--- config.mk ---
export PLATFORM = sky130hd
export DESIGN_NAME = multicycle_control
export DESIGN_NICKNAME = d
export VERILOG_FILES = /design/src/rtl/core_pkg.sv /design/src/rtl/mem_wait_timer.sv /design/src/rtl/multicycle_control.sv
export SDC_FILE = /design/constraint.sdc
export NUM_CORES = 1
export LEC_CHECK = 0
export BUFFER_PORTS_ARGS = -buffer_cell sky130_fd_sc_hd__buf_2
export CAP_MARGIN = 40
export CORE_MARGIN = 4
export CORE_UTILIZATION = 35
export CTS_CLUSTER_SIZE = 40
export DETAILED_ROUTE_END_ITERATION = 10
export PLACE_DENSITY = 0.82
export SYNTH_ARGS = -nofsm -noshare
export SYNTH_HDL_FRONTEND = slang
export SYNTH_SLANG_ARGS = --single-unit
export TNS_END_PERCENT = 50
--- constraint.sdc ---
create_clock -name clk -period 2 [get_ports clk]
set_input_delay 0.1 -clock clk [delete_from_list [all_inputs] [get_ports clk]]
set_output_delay 0.1 -clock clk [all_outputs]
set_load 0.02 [all_outputs]
--- src/rtl/core_pkg.sv ---
// Shared definitions for the RV32I subset core: opcodes, ALU codes, FSM states
// and datapath mux encodings.
package core_pkg;

    localparam int unsigned STATE_W = 4;

    localparam logic [6:0] OPC_OP     = 7'b0110011;
    localparam logic [6:0] OPC_OPIMM  = 7'b0010011;
    localparam logic [6:0] OPC_LUI    = 7'b0110111;
    localparam logic [6:0] OPC_LOAD   = 7'b0000011;
    localparam logic [6:0] OPC_STORE  = 7'b0100011;
    localparam logic [6:0] OPC_BRANCH = 7'b1100011;
    localparam logic [6:0] OPC_JAL    = 7'b1101111;

    // Codes 0..3 keep the values used by the single-cycle decoder.
    localparam int unsigned ALU_ADD = 0;
    localparam int unsigned ALU_SUB = 1;
    localparam int unsigned ALU_XOR = 2;
    localparam int unsigned ALU_SLL = 3;
    localparam int unsigned ALU_SRL = 4;
    localparam int unsigned ALU_AND = 5;
    localparam int unsigned ALU_OR  = 6;
    localparam int unsigned ALU_SLT = 7;

    localparam int unsigned WB_ALUOUT = 0;
    localparam int unsigned WB_MDR    = 1;
    localparam int unsigned WB_PC     = 2;

    localparam int unsigned SRCA_PC    = 0;
    localparam int unsigned SRCA_RS1   = 1;
    localparam int unsigned SRCA_OLDPC = 2;
    localparam int unsigned SRCA_ZERO  = 3;

    localparam int unsigned SRCB_RS2  = 0;
    localparam int unsigned SRCB_FOUR = 1;
    localparam int unsigned SRCB_IMM  = 2;

    typedef enum logic [STATE_W-1:0] {
        S_FETCH    = 4'd0,
        S_DECODE   = 4'd1,
        S_EXEC_R   = 4'd2,
        S_EXEC_I   = 4'd3,
        S_MEM_ADDR = 4'd4,
        S_MEM_RD   = 4'd5,
        S_MEM_WR   = 4'd6,
        S_WB_ALU   = 4'd7,
        S_WB_MEM   = 4'd8,
        S_BRANCH   = 4'd9,
        S_JAL      = 4'd10,
        S_TRAP     = 4'd11
    } state_t;

    function automatic logic is_mem_state(state_t s);
        return (s == S_FETCH) || (s == S_MEM_RD) || (s == S_MEM_WR);
    endfunction

endpackage

--- src/rtl/mem_wait_timer.sv ---
// Access-complete detection for memory states: either the ready handshake or
// a fixed latency counted from entry into the memory state.
module mem_wait_timer #(
    parameter bit          MEM_HANDSHAKE = 1'b1,
    parameter int unsigned MEM_LAT       = 1
) (
    input  logic clk,
    input  logic rst,
    input  logic mem_state,
    input  logic mem_ready,
    output logic done
);

    localparam int unsigned CNT_W = 4;

    logic [CNT_W-1:0] cnt;

    assign done = mem_state &&
                  (MEM_HANDSHAKE ? mem_ready : (cnt == CNT_W'(MEM_LAT - 1)));

    // Clearing on completion also covers MEM_WR -> FETCH, a memory-to-memory hop.
    always_ff @(posedge clk) begin
        if (rst || !mem_state || done) begin
            cnt <= '0;
        end else begin
            cnt <= cnt + CNT_W'(1);
        end
    end

endmodule

--- src/rtl/multicycle_control.sv ---
// Multi-cycle control FSM for the RV32I subset core: sequences fetch, decode,
// execute, memory and writeback on a shared-ALU, single-memory datapath.
module multicycle_control
    import core_pkg::*;
#(
    parameter bit          MEM_HANDSHAKE = 1'b1,
    parameter int unsigned MEM_LAT       = 1,
    parameter int unsigned ALUCTRL_W     = 4
) (
    input  logic                 clk,
    input  logic                 rst,
    input  logic [31:0]          instr,
    input  logic                 zero,
    input  logic                 mem_ready,
    output logic                 pc_write,
    output logic                 ir_write,
    output logic                 i_or_d,
    output logic                 mem_read,
    output logic                 mem_write,
    output logic                 reg_write,
    output logic [1:0]           wb_sel,
    output logic [1:0]           alu_src_a,
    output logic [1:0]           alu_src_b,
    output logic [ALUCTRL_W-1:0] alu_ctrl,
    output logic                 pc_source,
    output logic                 instr_done,
    output logic                 trap,
    output logic [3:0]           state_o
);

    state_t state, state_next;
    logic   access_done;
    logic   r_legal;
    logic [ALUCTRL_W-1:0] r_alu;

    logic [6:0] opcode;
    logic [2:0] funct3;
    logic       funct7_b5;
    logic       unused_instr;

    assign opcode       = instr[6:0];
    assign funct3       = instr[14:12];
    assign funct7_b5    = instr[30];
    assign unused_instr = ^{instr[31], instr[29:15], instr[11:7]};
    assign state_o      = state;

    mem_wait_timer #(
        .MEM_HANDSHAKE (MEM_HANDSHAKE),
        .MEM_LAT       (MEM_LAT)
    ) u_timer (
        .clk       (clk),
        .rst       (rst),
        .mem_state (is_mem_state(state)),
        .mem_ready (mem_ready),
        .done      (access_done)
    );

    always_ff @(posedge clk) begin
        if (rst) begin
            state <= S_FETCH;
        end else begin
            state <= state_next;
        end
    end

    // R-type operation decode from funct3 / funct7[5].
    always_comb begin
        r_legal = 1'b1;
        r_alu   = ALUCTRL_W'(ALU_ADD);
        unique case (funct3)
            3'b000: r_alu = funct7_b5 ? ALUCTRL_W'(ALU_SUB) : ALUCTRL_W'(ALU_ADD);
            3'b100: r_alu = ALUCTRL_W'(ALU_XOR);
            3'b001: r_alu = ALUCTRL_W'(ALU_SLL);
            3'b101: begin
                if (funct7_b5) r_legal = 1'b0;
                else           r_alu   = ALUCTRL_W'(ALU_SRL);
            end
            3'b111: r_alu = ALUCTRL_W'(ALU_AND);
            3'b110: r_alu = ALUCTRL_W'(ALU_OR);
            3'b010: r_alu = ALUCTRL_W'(ALU_SLT);
            default: r_legal = 1'b0;
        endcase
    end

    always_comb begin
        state_next = state;
        pc_write   = 1'b0;
        ir_write   = 1'b0;
        i_or_d     = 1'b0;
        mem_read   = 1'b0;
        mem_write  = 1'b0;
        reg_write  = 1'b0;
        wb_sel     = 2'(WB_ALUOUT);
        alu_src_a  = 2'(SRCA_PC);
        alu_src_b  = 2'(SRCB_RS2);
        alu_ctrl   = ALUCTRL_W'(ALU_ADD);
        pc_source  = 1'b0;
        instr_done = 1'b0;
        trap       = 1'b0;

        unique case (state)
            S_FETCH: begin
                mem_read  = 1'b1;
                alu_src_b = 2'(SRCB_FOUR);
                if (access_done) begin
                    ir_write   = 1'b1;
                    pc_write   = 1'b1;
                    state_next = S_DECODE;
                end
            end
            S_DECODE: begin
                // Branch/jal target is precomputed into ALUOut here.
                alu_src_a = 2'(SRCA_OLDPC);
                alu_src_b = 2'(SRCB_IMM);
                unique case (opcode)
                    OPC_OP:               state_next = S_EXEC_R;
                    OPC_OPIMM, OPC_LUI:   state_next = S_EXEC_I;
                    OPC_LOAD, OPC_STORE:  state_next = S_MEM_ADDR;
                    OPC_BRANCH:           state_next = (funct3[2:1] == 2'b00) ? S_BRANCH : S_TRAP;
                    OPC_JAL:              state_next = S_JAL;
                    default:              state_next = S_TRAP;
                endcase
            end
            S_EXEC_R: begin
                alu_src_a  = 2'(SRCA_RS1);
                alu_src_b  = 2'(SRCB_RS2);
                alu_ctrl   = r_alu;
                state_next = r_legal ? S_WB_ALU : S_TRAP;
            end
            S_EXEC_I: begin
                alu_src_a  = (opcode == OPC_LUI) ? 2'(SRCA_ZERO) : 2'(SRCA_RS1);
                alu_src_b  = 2'(SRCB_IMM);
                state_next = S_WB_ALU;
            end
            S_MEM_ADDR: begin
                alu_src_a  = 2'(SRCA_RS1);
                alu_src_b  = 2'(SRCB_IMM);
                state_next = (opcode == OPC_STORE) ? S_MEM_WR : S_MEM_RD;
            end
            S_MEM_RD: begin
                i_or_d   = 1'b1;
                mem_read = 1'b1;
                if (access_done) state_next = S_WB_MEM;
            end
            S_MEM_WR: begin
                i_or_d    = 1'b1;
                mem_write = 1'b1;
                if (access_done) begin
                    instr_done = 1'b1;
                    state_next = S_FETCH;
                end
            end
            S_WB_ALU: begin
                reg_write  = 1'b1;
                instr_done = 1'b1;
                state_next = S_FETCH;
            end
            S_WB_MEM: begin
                reg_write  = 1'b1;
                wb_sel     = 2'(WB_MDR);
                instr_done = 1'b1;
                state_next = S_FETCH;
            end
            S_BRANCH: begin
                // funct3[0] selects bne (taken on !zero) versus beq (taken on zero).
                alu_src_a  = 2'(SRCA_RS1);
                alu_src_b  = 2'(SRCB_RS2);
                alu_ctrl   = ALUCTRL_W'(ALU_SUB);
                pc_source  = 1'b1;
                pc_write   = ~(zero ^ ~funct3[0]);
                instr_done = 1'b1;
                state_next = S_FETCH;
            end
            S_JAL: begin
                reg_write  = 1'b1;
                wb_sel     = 2'(WB_PC);
                pc_write   = 1'b1;
                pc_source  = 1'b1;
                instr_done = 1'b1;
                state_next = S_FETCH;
            end
            S_TRAP: begin
                trap = 1'b1;
            end
            default: state_next = S_TRAP;
        endcase
    end

endmodule

==> reports/metrics.cfg <==
[sta]
final.min_clock_period_ns = 1.76
finalSetupTns_ns = 0
grt_setup_unrepaired = false
hold_viol = 0
worst_pin_slew_ns = 0.667
fin_skew_ns = 0.00197
slew_violations = 0
setup-violations-final = 0
fin_crit_sh_pct = 88.2
clock.fmax_ghz = 0.567
relSlewSlack_pct = 55.4

[setup_path]
critPathMaxStageDelay_ns = 0.74
required_ns = 1.90
cpMostUsedCell = nor2_1
crit_fanout = 21
arrival_ns = 1.66
worstPathCellList = nand2_1 -> nor2_1 -> a31oi_1 -> nor2_1 -> buf_2
slowest_stage = dfxtp_1
crit_type = flip-flop to output pin
cp-start-kind = flip-flop
rr_worst_depth = 4
critPathCaptureType = output pin

[clock_tree]
clk_latency_ns = 0.24
cts-root-buf = clkbuf_4
cts_made_buffers = 3
cts_buffer_depth = 2
cts_hold_buf = 0
cts_tree = done
h-tree-depth = 1
clk_pin_slew_ns = 0.04
postCtsSetupBuffers = 0
cts_num_sinks = 4
post_cts_resized = 0

[power_and_ir_drop]
sw_frac_of_total_pct = 56.6
netSwitchingPower_mw = 0.809
clock_power_share_pct = 7.0
p_int_mw = 0.620
p_leak_nw = 0.456
ir_worst_vdd_mv = 0.643
power_density_nw_per_um2 = 1420
power.share.sequential_pct = 15.2
p_comb_share_pct = 77.9

[final_layout]
nNetsFinal = 187
final_area_um2 = 1010
final_cell_mix = buf_2 (36), nor2_1 (18), nand2_1 (11)
largest_reg_flops = 4
final_util_pct = 49.3
drive_above_1_share_pct = 34.9
layout_commonest_cell = buf_2
syn2layout_area_growth_pct = 28.6
n_fill_cell = 221
diodes = 0

[die]
dieArea_um2 = 3050
die_h_um = 55.3
io_pins = 59
start_util_pct = 38.3
core_area_um2 = 2040
row_count = 16
die_w_um = 55.3

[global_routing]
grt_max_degree = 22
first_global_vias = 964
antenna_found_initial = 0
grt_overflow = 0
grt_util_all_layers_pct = 15.9
grt_pass1_wl_um = 4170

[synth]
synth_top_family_by_area = simple AND/OR/NAND/NOR gates
synth-warning-count = 0
synth_flop_cell = dfxtp_1
synth_fa_ha_area_share_pct = 1.28
synth_edf_count = 0
avgSynthCellArea_um2 = 6.80
synthMuxAreaShare_pct = 0
synthCells = 115
synthArstFlopShare_pct = 0
synthSimpleGateAreaFrac_pct = 39.2
yosysSeqAreaShare_pct = 10.2
syn_nets = 151
syn_area_um2 = 782
ys_ff_latch = 4
synth_xor_area_share_pct = 4.48
yosysUniqueCellTypes = 51
synth_compound_area_share_pct = 36.5

[placed_design]
placed_cell_area_um2 = 983
hpwlAfterDp_um = 1870
globalplace.congestion = 0.824
port_buffers = 36

[drt]
drtAntennaViolNets = 0
wire_per_inst_um = 13.4
drtIter0Drc = 35
drc_errors = 0
via_per_inst = 5.55
routed_wirelength_um = 2360
dr_total_vias = 976
dr.pass1.iters = 5

[run]
cap_violations = 0

[worst_hold_path]
hold_depth = 2
hold_path_class = primary input to flip-flop

[outcome]
status = finished, final reports clean

## synthesized netlist by cell type, types with 2 or more instances
cell / n / share of area, %
buf_4: 2 / 1.9
o31ai_1: 2 / 1.9
o21ai_1: 3 / 1.9
a31oi_1: 3 / 2.4
nor3_1: 5 / 3.2
nand2_1: 11 / 5.3
inv_1: 2 / 0.96
a21o_1: 2 / 1.9
buf_2: 4 / 2.6
a211o_1: 2 / 2.2
dfxtp_1: 4 / 10
a211oi_1: 2 / 1.9
nand2b_1: 5 / 4.0
clkbuf_1: 4 / 1.9
nor2_1: 18 / 8.6
xor2_1: 2 / 2.2
or2_1: 2 / 1.6
a2bb2oi_1: 2 / 2.2
and2_1: 2 / 1.6
xnor2_1: 2 / 2.2
a21oi_1: 4 / 2.6
nor3b_1: 3 / 2.9
## final cells by class
type	instances	area, µm²	area share, %
inverter	3	11.3	1.12
sequential	4	80.1	7.96
tap	27	33.8	3.36
clock buffer	3	22.5	2.24
multi-input combinational	98	641	63.7
timing repair buffer	41	218	21.6
## power by group through the flow
stage          clock network [mW]  registers [mW]  logic, mW
3_3_place_gp                    0           0.210       1.08
4_1_cts                     0.104           0.213       1.11
3_5_place_dp                    0           0.215       1.11
5_1_grt                     0.116           0.229       1.22
6_report                   0.0997           0.217       1.11
2_1_floorplan                   0           0.184      0.823
## path summary, 6_finish.rpt
kind,start,endpoint,slack (ns)
hold / removal,rst,state_o[1],0.09
setup reg to reg,state_o[2],state_o[3],0.38
setup / recovery,state_o[3],alu_ctrl[0],0.24
hold reg to reg,state_o[2],state_o[2],0.73
## through the flow
stage | hold slack [ns] | setup slack (ns) | power, mW | instances
3_5_place_dp | 0.336 | 0.403 | 1.33 | 173
2_1_floorplan | 0.168 | 0.200 | 1.01 | 115
4_1_cts | 0.0871 | 0.261 | 1.43 | 176
5_1_grt | 0.0816 | 0.101 | 1.56 | 176
3_3_place_gp | 0.327 | 0.419 | 1.29 | 173
6_report | 0.0892 | 0.236 | 1.43 | 176
## kinds of logic after synthesis
| logic type | count (synthesis) |
|---|---|
| other | 1 |
| buffers and inverters | 13 |
| flip-flops | 4 |
| adder cells (fa/ha/maj) | 1 |
| AND/OR/NAND/NOR | 57 |
| AO/OA/AOI/OAI | 35 |
| XOR/XNOR | 4 |
## critical path, delay by kind of cell (launching register included)
kind	cells	cell delay, ns
AND/OR/NAND/NOR	3	0.46
flip-flops	1	0.74
AO/OA/AOI/OAI	1	0.05
buffers and inverters	1	0.17
## per-layer routing
layer	part of all wire (%)	wire, µm	vias to the layer above	track usage, %
li1	-	-	487	-
met1	40	933	434	17.8
met2	51	1210	52	29.4
met3	8.4	199	3	3.03
met4	0.47	11	0	5.56
met5	0	0	-	0
No activity file was read; power rests on OpenSTA's default activity.
